## config.mk

```make
export PLATFORM = sky130hd
export DESIGN_NAME = mem_bus_arbiter
export DESIGN_NICKNAME = d
export VERILOG_FILES = /design/src/rtl/mem_bus_arbiter_pkg.sv /design/src/rtl/mem_bus_watchdog.sv /design/src/rtl/mem_bus_arbiter.sv
export SDC_FILE = /design/constraint.sdc
export NUM_CORES = 1
export LEC_CHECK = 0
export ABC_AREA = 1
export BUFFER_PORTS_ARGS = -buffer_cell sky130_fd_sc_hd__buf_4
export CAP_MARGIN = 20
export CELL_PAD_IN_SITES_DETAIL_PLACEMENT = 0
export CELL_PAD_IN_SITES_GLOBAL_PLACEMENT = 2
export CORE_MARGIN = 4
export CORE_UTILIZATION = 24
export DETAILED_ROUTE_END_ITERATION = 10
export GPL_ROUTABILITY_DRIVEN = 0
export PLACE_DENSITY = 0.88
export SETUP_SLACK_MARGIN = 0.2
export SLEW_MARGIN = 25
export SYNTH_ARGS = -nofsm -noshare
export SYNTH_HDL_FRONTEND = slang
export SYNTH_SLANG_ARGS = --single-unit
export TNS_END_PERCENT = 100
```

## constraint.sdc

```tcl
create_clock -name clk -period 2.05 [get_ports clk]
set_clock_uncertainty 0.05 [all_clocks]
set_input_delay 0.41 -clock clk [delete_from_list [all_inputs] [get_ports clk]]
set_output_delay 0.41 -clock clk [all_outputs]
set_load 0.005 [all_outputs]
```

## src/rtl/mem_bus_arbiter_pkg.sv

```systemverilog
// Shared state encoding, port indices and defaults for mem_bus_arbiter.
// Optional build macro: MEM_BUS_ARBITER_ROUND_ROBIN_EN (used by mem_bus_arbiter).
package mem_bus_arbiter_pkg;

    typedef enum logic [1:0] {
        IDLE  = 2'd0,
        ISSUE = 2'd1,
        WAIT  = 2'd2,
        DONE  = 2'd3
    } arb_state_t;

    localparam logic PORT_CPU = 1'b0;
    localparam logic PORT_DMA = 1'b1;

    localparam logic [7:0] ERR_DATA_DEFAULT = 8'hff;

endpackage

```

## src/rtl/mem_bus_watchdog.sv

```systemverilog
// Saturating halt watchdog: counts stalled cycles, flags when the count reaches TIMEOUT.
module mem_bus_watchdog #(
    parameter int TIMEOUT = 1024
) (
    input  logic i_clk,
    input  logic i_reset,
    input  logic i_clear,
    input  logic i_inc,
    output logic o_expired
);

    localparam int W = $clog2(TIMEOUT + 1);
    localparam logic [W-1:0] LIMIT = W'(TIMEOUT);

    logic [W-1:0] r_count;

    always_ff @(posedge i_clk) begin
        if (i_reset || i_clear) begin
            r_count <= '0;
        end else if (i_inc && (r_count != LIMIT)) begin
            r_count <= r_count + W'(1);
        end
    end

    assign o_expired = (r_count == LIMIT);

endmodule

```

## src/rtl/mem_bus_arbiter.sv

```systemverilog
// Two-port memory_bus arbiter (CPU port 0, DMA port 1) with halt stall and timeout abort.
// Build macro MEM_BUS_ARBITER_ROUND_ROBIN_EN selects round-robin ties; default is fixed priority.
module mem_bus_arbiter
    import mem_bus_arbiter_pkg::*;
#(
    parameter int         TIMEOUT  = 1024,
    parameter logic [7:0] ERR_DATA = ERR_DATA_DEFAULT
) (
    input  logic        clk,
    input  logic        reset,
    input  logic        req_0,
    input  logic        req_1,
    input  logic [23:0] addr_0,
    input  logic [23:0] addr_1,
    input  logic [7:0]  wdata_0,
    input  logic [7:0]  wdata_1,
    input  logic        we_0,
    input  logic        we_1,
    output logic        ack_0,
    output logic        ack_1,
    output logic [7:0]  rdata,
    output logic        err,
    output logic [23:0] mem_address,
    output logic [7:0]  mem_data_in,
    input  logic [7:0]  mem_data_out,
    output logic        mem_bus_enable,
    output logic        mem_write_enable,
    input  logic        mem_bus_halt
);

    arb_state_t r_state;
    arb_state_t w_state_next;

    logic [23:0] r_addr;
    logic [7:0]  r_wdata;
    logic [7:0]  r_rdata;
    logic        r_we;
    logic        r_grant;
    logic        r_last_grant;
    logic        r_err;

    logic w_grant;
    logic w_latch;
    logic w_capture;
    logic w_timeout;
    logic w_wd_clear;
    logic w_wd_inc;
    logic w_wd_expired;

    always_comb begin : grant_select
        w_grant = PORT_CPU;
        if (req_0 && req_1) begin
`ifdef MEM_BUS_ARBITER_ROUND_ROBIN_EN
            w_grant = ~r_last_grant;
`else
            w_grant = PORT_CPU;
`endif
        end else if (req_1) begin
            w_grant = PORT_DMA;
        end
    end

    always_ff @(posedge clk) begin
        if (reset) begin
            r_state <= IDLE;
        end else begin
            r_state <= w_state_next;
        end
    end

    always_comb begin : fsm_next
        w_state_next     = r_state;
        w_latch          = 1'b0;
        w_capture        = 1'b0;
        w_timeout        = 1'b0;
        w_wd_clear       = 1'b0;
        w_wd_inc         = 1'b0;
        mem_bus_enable   = 1'b0;
        mem_write_enable = 1'b0;
        ack_0            = 1'b0;
        ack_1            = 1'b0;
        err              = 1'b0;
        case (r_state)
            IDLE: begin
                w_wd_clear = 1'b1;
                if (req_0 || req_1) begin
                    w_latch      = 1'b1;
                    w_state_next = ISSUE;
                end
            end
            ISSUE, WAIT: begin
                mem_bus_enable   = 1'b1;
                mem_write_enable = r_we;
                if (!mem_bus_halt) begin
                    w_capture    = 1'b1;
                    w_state_next = DONE;
                end else if ((r_state == WAIT) && w_wd_expired) begin
                    w_timeout    = 1'b1;
                    w_state_next = DONE;
                end else begin
                    w_wd_inc     = 1'b1;
                    w_state_next = WAIT;
                end
            end
            DONE: begin
                ack_0        = (r_grant == PORT_CPU);
                ack_1        = (r_grant == PORT_DMA);
                err          = r_err;
                w_wd_clear   = 1'b1;
                w_state_next = IDLE;
            end
            default: w_state_next = IDLE;
        endcase
    end

    always_ff @(posedge clk) begin
        if (reset) begin
            r_addr       <= '0;
            r_wdata      <= '0;
            r_we         <= 1'b0;
            r_grant      <= PORT_CPU;
            r_err        <= 1'b0;
            r_rdata      <= '0;
            r_last_grant <= PORT_DMA;
        end else begin
            if (w_latch) begin
                r_grant <= w_grant;
                r_addr  <= (w_grant == PORT_DMA) ? addr_1  : addr_0;
                r_wdata <= (w_grant == PORT_DMA) ? wdata_1 : wdata_0;
                r_we    <= (w_grant == PORT_DMA) ? we_1    : we_0;
                r_err   <= 1'b0;
            end
            if (w_capture && !r_we) begin
                r_rdata <= mem_data_out;
            end
            if (w_timeout) begin
                r_err <= 1'b1;
                if (!r_we) begin
                    r_rdata <= ERR_DATA;
                end
            end
            // last_grant tracked in both arbitration modes; only round-robin consults it
            if ((r_state == DONE) && (r_last_grant != r_grant)) begin
                r_last_grant <= r_grant;
            end
        end
    end

    mem_bus_watchdog #(
        .TIMEOUT (TIMEOUT)
    ) u_watchdog (
        .i_clk     (clk),
        .i_reset   (reset),
        .i_clear   (w_wd_clear),
        .i_inc     (w_wd_inc),
        .o_expired (w_wd_expired)
    );

    assign mem_address = r_addr;
    assign mem_data_in = r_wdata;
    assign rdata       = r_rdata;

endmodule

```

# After elaboration in Yosys (flattened, before gate mapping)
# Cells that the tools add are included.
[op_classes]
add_sub_neg = 1
n_eq_ne = 6
muxes = 30
n_bitwise = 1
reduce_logical = 11
[op_table]
columns = ["cell", "count"]
rows = [
  ["8-bit 2-to-1 mux", 4],
  ["24-bit 2-to-1 mux", 1],
  ["1-bit 2-to-1 mux", 23],
  ["11-bit by 1-bit adder with 11-bit output (second input constant)", 1],
  ["11-bit equality test (second input constant)", 1],
  ["11-bit inequality test (second input constant)", 1],
  ["2-bit case mux with 3 select lines", 1],
  ["2-bit equality test (second input constant)", 2],
  ["1-bit logical AND", 4],
  ["2-bit OR reduction", 2],
  ["2-bit by 1-bit equality test with 1-bit output (second input constant)", 1],
  ["2-bit zero test", 1],
  ["1-bit logical OR", 2],
  ["2-bit 2-to-1 mux", 1],
  ["2-bit inequality test (second input constant)", 1],
  ["2-bit nonzero test", 1],
  ["1-bit zero test", 1],
  ["1-bit NOT", 1],
]
[totals]
register_bits = 56
in_bits = 79
out_inout_bits = 45
word_cells = 57

# Longest topological paths before layout
# Gate-level depths: netlist (run 1).
[logic_depth]
word_depth = 7
ltp_mapped = 9
depth_no_buf = 9

# Hierarchy
# A second synthesis (run 1) with hierarchy kept.
[unflattened]
cells_unflattened = 488
area_unflattened_um2 = 3031.7
[by_module_without_submodules]
columns = ["mod", "instances", "cells_each", "area_per_inst_um2", "seq_area_each_um2"]
rows = [
  ["mem_bus_arbiter", 1, 377, 2332.2, 900.9],
  ["mem_bus_watchdog", 1, 111, 699.4, 220.2],
]

# Worst setup path after synthesis (run 1)
# Ideal clock, no wire load.
[synth_timing]
path_kind = "register to register"
startpoint = "reg r_state[0]"
endpoint = "reg u_watchdog.r_count[7]"
setup_ns = 0.115
arrival_time_ns = 1.367
t_required_ns = 1.885
slack_ns = 0.518
path_stages_with_launch = 9
n_path_buf = 0
period_less_slack_ns = 1.532
cell_sequence = "dfxtp_1 -> inv_1 -> ha_1 -> nand2_2 -> clkinv_2 -> nand4_1 -> nor2_2 -> a21oi_1 -> o21a_1"
[synth_between]
elab_chain_cells = 6
elab_cells_between_ends = 13
classes_between = "3 x eq/ne; 4 x mux; 6 x reduce/logical"
[synth_lines]
columns = ["item", "line_no", "source"]
rows = [
  ["start, declared", "mem_bus_arbiter.sv:31", "arb_state_t r_state;"],
  ["start signal, assigned", "mem_bus_arbiter.sv:67", "r_state <= w_state_next;"],
  ["2-bit equality test", "mem_bus_arbiter.sv:83, mem_bus_arbiter.sv:97", ""],
  ["1-bit logical AND", "mem_bus_arbiter.sv:97", "end else if ((r_state == WAIT) && w_wd_expired) begin"],
  ["1-bit 2-to-1 mux", "mem_bus_arbiter.sv:97", ""],
  ["1-bit 2-to-1 mux", "mem_bus_arbiter.sv:94", "if (!mem_bus_halt) begin"],
  ["1-bit 2-to-1 mux", "mem_bus_arbiter.sv:83", "case (r_state)"],
  ["1-bit logical AND", "mem_bus_watchdog.sv:20", "end else if (i_inc && (r_count != LIMIT)) begin"],
  ["end signal, assigned", "mem_bus_watchdog.sv:21", "r_count <= r_count + W'(1);"],
  ["end, declared", "mem_bus_watchdog.sv:15", "logic [W-1:0] r_count;"],
]
# Parallel ways exist; a longest one is shown, timed or not.
# A chain may end at the register's enable or synchronous reset.

# Final worst setup path (run 1)
[layout_timing]
startpoint = "reg r_state[0]"
endpoint = "out mem_write_enable"
[layout_between]
elab_chain_cells = 3
elab_cells_between_ends = 4
classes_between = "2 x eq/ne; 1 x mux; 1 x reduce/logical"
[layout_lines]
columns = ["item", "line_no", "source"]
rows = [
  ["2-bit equality test / 2-bit by 1-bit equality test with 1-bit output (equally long branches)", "mem_bus_arbiter.sv:83", ""],
  ["2-bit OR reduction (*)", "mem_bus_arbiter.sv:83", ""],
  ["1-bit 2-to-1 mux (*)", "mem_bus_arbiter.sv:83", ""],
  ["end, declared", "mem_bus_arbiter.sv:27", "output logic mem_write_enable,"],
]
# Mark *: on every way between the ends. The rest lies on a longest branch, timed or not.

==> results of run 1 <==
[power by group]
part | switching [W] | internal [W] | leakage [nW]
Combinational | 0.000723 | 0.000685 | 1.22
Sequential | 0.000120 | 0.00130 | 0.461
Clock | 0.000398 | 0.000457 | 0.0712
Total | 0.00124 | 0.00245 | 1.76
[state kept, by name (all words and copies together), names as in the netlist, named ones only]
name,cells
mem_address,24
r_err,1
u_watchdog.r_count,11
rdata,7
r_state,2
r_grant,1
mem_data_in,8
r_we,1
[Yosys cell counts, drive strengths merged]
library cell,instances,area (um^2)
nand4,6,52.6
o221ai,1,8.76
xor2,4,35.0
dfxtp,56,1120
buf,14,75.1
o21ai,43,226
inv,31,119
a21oi,86,430
ha,5,62.6
nand3,6,42.5
nand2,76,293
clkbuf,3,11.3
nor3,1,16.3
clkinv,1,5.00
a31oi,1,6.26
or2,8,50.1
o21a,1,7.51
nor2,25,150
[worst register-to-register path, delay by kind of cell, from the launching register on]
family / cells / cell delay, ns
flip-flops: 1 / 0.36
AO/OA/AOI/OAI: 2 / 0.19
adder cells (fa/ha/maj): 1 / 0.30
AND/OR/NAND/NOR: 2 / 0.38
buffers and inverters: 3 / 0.33
[per-layer routing]
| metal | vias to the layer above | part of all wire (%) | wire (um) |
|---|---|---|---|
| met2 | 106 | 47 | 4050 |
| met1 | 1279 | 42 | 3660 |
| li1 | 1460 | - | - |
| met3 | 6 | 10 | 878 |
| met5 | - | 0 | 0 |
| met4 | 0 | 0.73 | 63 |
[final timing paths]
path | start | endpoint | cells after the start
worst max-delay path | r_state[0]$_SDFFE_PP0P_ | mem_write_enable | 5
worst min-delay path | wdata_1[1] | mem_data_in[1]$_SDFFE_PP0P_ | 3
worst max register to register | r_state[0]$_SDFFE_PP0P_ | rdata[1]$_SDFF_PP0_ | 8
worst min register to register | r_err$_SDFFE_PP0P_ | r_err$_SDFFE_PP0P_ | 2
[final cells by class]
class | count | area, um^2
Sequential cell | 56 | 1120
Fill cell | 1183 | 6990
Multi-Input combinational cell | 263 | 1390
Clock buffer | 6 | 129
Tap cell | 140 | 175
Clock inverter | 2 | 13.8
Inverter | 32 | 124
Timing Repair Buffer | 130 | 988
[through the flow]
stage / setup WS, ns / cell area (um^2) / utilization (%) / hold slack (ns)
5_1_grt: 0.236 / 3950 / 36.1 / 0.320
2_1_floorplan: 0.518 / 2710 / - / 0.395
4_1_cts: 0.219 / 3930 / 35.9 / 0.317
6_report: 0.319 / 3950 / 36.1 / 0.325
3_3_place_gp: 0.409 / 3780 / 34.6 / 0.407
3_5_place_dp: 0.328 / 3780 / 34.6 / 0.407
[logic make-up after synthesis]
kind of cell / Yosys count / synth area share, %
XOR/XNOR: 4 / 1.29
adder cells (fa/ha/maj): 5 / 2.31
flip-flops: 56 / 41.3
AO/OA/AOI/OAI: 132 / 25.0
buffers and inverters: 49 / 7.75
AND/OR/NAND/NOR: 122 / 22.3
[timing repair]
item,4_1_cts,5_1_grt
hold buffers,0,0
hold endpoints to repair,0,0
resized for setup,0,1
setup endpoints to repair,0,3
setup buffers,0,1
==> metrics, run 1 <==
unrepaired setup endpoints after global routing false; Worst setup SP type flop; grt ovf 0; GR Util met2 20.5%; slowest cell on the critical path dfxtp_1; Initial DRC Count 161; CP peak stage delay 0.36 ns; clk_lat worst skew 0.29 ns; Tcrit/Tclk final 84.4%; drt first pass iters 4; CTS tree done; Syn Inst Count 368; Synth Warn # 0; Critical Path RT 1.59 ns; Critical Setup Path Class flop to primary output; cell mode on critical path inv_1; leakage power 1.76 nW; area of the core 10,900 um^2; Routed WL 8650 um; flops & latches, synth 56; Starting Density 24.8%; NumNets Final 572; GR Layer Usage met3 5.39%; most frequent cells in the layout buf_4, a21oi_1, nand2_1; CP Max Fanout 4; DR vias 2,851; first-pass GRT wire length 13,400 um; Die W 114 um; Post-Layout Cell Count 629; sequential area share after synthesis 41.3%; largest net degree at the start of global routing 36; commonest non-fill, non-tap cell in the layout buf_4; Mapped Avg Cell Area 7.37 um^2; Final ANT Viol Nets 0; H-tree depth 2; max cap viols 0; total CTS buffers 5; port bufs 123; Rel. slew slack 60.6%; Pwr Total 0.00369 W; DP HPWL 6350 um; Placed Cells 620; Worst R2R Setup Slack 0.36 ns; initial antenna violation count 0; share of cells above drive strength 1 35.2%; Buf/Inv on CP 3; Mapped Area 2710 um^2; Clock Pin Slew Worst Setup and Hold Paths 0.08 ns; CTS Sinks 56; final setup vio count 0; vias in the first global route 2,809; Worst setup EP type primary output; met1 Use GR 15.1%; Root Driver clkbuf_16; grt peak-use layer met2; Antenna diodes 0; status completed; Distinct cells, synth 30; Worst path top cell family by delay flip-flops; Min Clock Period, post-route 1.73 ns; setup TNS 0 ns; Critical Path AT 1.27 ns; area growth from synthesis to layout 45.4%; final hold vios 0; # DRC 0; Peak VDD IR 428 uV; Worst Tran Pin Value 0.590 ns; clock buffer depth 2; total track usage 12.4%; Power Density 935 nW/um^2; Top-Level Pins 124; Post-Syn Nets 452; HP Class input pin to flop; Die H 114 um; Max Fclk 0.578 GHz; row count 38; Vias/cell 4.53; cell chain of the critical path inv_1 > ha_4 > nand2_1 > inv_1 > buf_4; wire length per cell 13.8 um; full die area 13,100 um^2; fin. max-slew vios 0
Power figures use the tool's default switching activity.
==> inputs of run 2 (changes only) <==
Settings changed: CORE_UTILIZATION 24 to 22, PLACE_DENSITY 0.88 to 0.86.
Clock period 2.05 ns to 1.5 ns, I/O delays scaled along.
==> metrics, run 2 (synthesis results as in run 1) <==
status complete, but fails checks; failing checks setup timing; final hold vios 0; grt peak-use layer met2; GR Util met2 20.9%; combinational share of power 49.0%; DR vias 3,037; Rel. slew slack 53.6%; Psw 0.00225 W; Seq pwr share 31.1%; final worst setup slack -0.0778 ns; vias in the first global route 2,953; HP Class input pin to flop; Critical Setup Path Class flop to primary output; unrepaired setup endpoints after global routing true; CP Max Fanout 4; largest net degree at the start of global routing 36; H-tree depth 2; Critical Path Source r_state[1]$_SDFFE_PP0P_; DP HPWL 6170 um; max cap viols 0; Power Density 1340 nW/um^2; Starting Density 22.5%; Post-Layout Cell Count 683; Worst setup SP type flop; full die area 14,200 um^2; # DRC 0; area of the core 12,100 um^2; Placed Cells 651; Tcrit/Tclk final 105%; CTS Sinks 56; max reg flops 24; Final ANT Viol Nets 0; Peak VDD IR 694 uV; row count 40; fin. max-slew vios 0; most frequent cells in the layout buf_4, nand2_1, dfxtp_1; Worst R2R Setup Slack -0.06 ns; post-cts hold buffer count 0; Area after DPL 3890 um^2; CP endpoint mem_write_enable; commonest non-fill, non-tap cell in the layout buf_4; Design Area, Final 4730 um^2; area growth from synthesis to layout 74.3%; clk_lat worst skew 0.30 ns; wire length per cell 14.6 um; Critical Path AT 1.23 ns; Worst setup EP type primary output; Routed WL 9990 um; Max Fclk 0.634 GHz; Top-Level Pins 124; share of cells above drive strength 1 51.5%; met1 Use GR 15.6%; initial antenna violation count 0; total CTS buffers 5; leakage power 1.99 nW; reg2reg path depth 9; Internal Power 0.00408 W; clock network power share 19.9%; NumNets Final 598; final setup vio count 11; reg2reg end u_watchdog.r_count[7]$_SDFFE_PP0P_; first-pass GRT wire length 14,700 um; Vias/cell 4.45; Clock Pin Slew Worst Setup and Hold Paths 0.08 ns; Initial DRC Count 84; reg2reg start r_state[1]$_SDFFE_PP0P_; CTS tree done; Critical Path RT 1.15 ns; drt first pass iters 4; Root Driver clkbuf_16; switching part of the total 35.6%; Min Clock Period, post-route 1.58 ns; grt ovf 0; hold_sp addr_0[2]; clock buffer depth 2; GR Layer Usage met3 4.08%; total track usage 12.6%; port bufs 123; Die H 119 um; Worst Tran Pin Value 0.697 ns; Die W 119 um; Antenna diodes 0
==> run 2: cell type report <==
cell class / instances / area (um^2)
fillers: 1231 / 7330
multi-input cells: 264 / 1720
repair buffers: 155 / 1390
flip-flops and latches: 56 / 1130
well taps: 168 / 210
inverters: 32 / 138
clock buffers: 5 / 125
clock inverters: 3 / 27.5
==> run 2: worst min path at each step <==
stage / end / slack [ns] / cells after the start
floorplan: r_err$_SDFFE_PP0P_ / 0.39 / 2
global placement: r_err$_SDFFE_PP0P_ / 0.40 / 2
detailed placement: r_err$_SDFFE_PP0P_ / 0.41 / 2
CTS: mem_address[3]$_SDFFE_PP0P_ / 0.19 / 3
global route: mem_address[0]$_SDFFE_PP0P_ / 0.19 / 3
finish: mem_address[2]$_SDFFE_PP0P_ / 0.20 / 3
==> run 2: what timing repair did <==
action,in CTS,in global routing
buffers inserted,9,7
gates cloned,3,5
pin swaps,23,20
endpoints found under the hold margin,0,0
endpoints found under the setup margin,60,60
resized for setup,47,51
==> run 2: critical path, cell delays in order, from the launching register on <==
cell     delay, ns
dfxtp_2       0.36
inv_2         0.06
ha_4          0.30
nand2_2       0.06
inv_2         0.07
buf_6         0.08
==> run 2: power groups by stage <==
| stage | clock network (W) | logic, W | registers, W |
|---|---|---|---|
| CTS | 0.00130 | 0.00254 | 0.00195 |
| global placement | 0 | 0.00197 | 0.00198 |
| finish | 0.00126 | 0.00310 | 0.00197 |
| floorplan | 0 | 0.00101 | 0.00198 |
| global route | 0.00136 | 0.00335 | 0.00201 |
| detailed placement | 0 | 0.00199 | 0.00198 |
==> run 2: metal layers <==
metal  up-vias  wire (um)  part of all wire [%]
met3         5        638                   6.4
met4         0         64                  0.64
met1      1415       4390                    44
met5         -          0                     0
li1       1524          -                     -
met2        93       4900                    49
==> run 2: through the flow <==
stage | setup TNS (ns) | hold slack [ns] | setup WS, ns | util, % | total power [W]
after floorplan | 0 | 0.395 | 0.116 | - | 0.00299
after global placement | 0 | 0.405 | 0.0270 | 32.2 | 0.00395
after detailed placement | -0.237 | 0.415 | -0.0423 | 32.2 | 0.00397
after CTS | -0.309 | 0.190 | -0.0491 | 36.3 | 0.00579
after global routing | -1.81 | 0.193 | -0.127 | 39.2 | 0.00671
final | -0.379 | 0.200 | -0.0778 | 39.2 | 0.00633
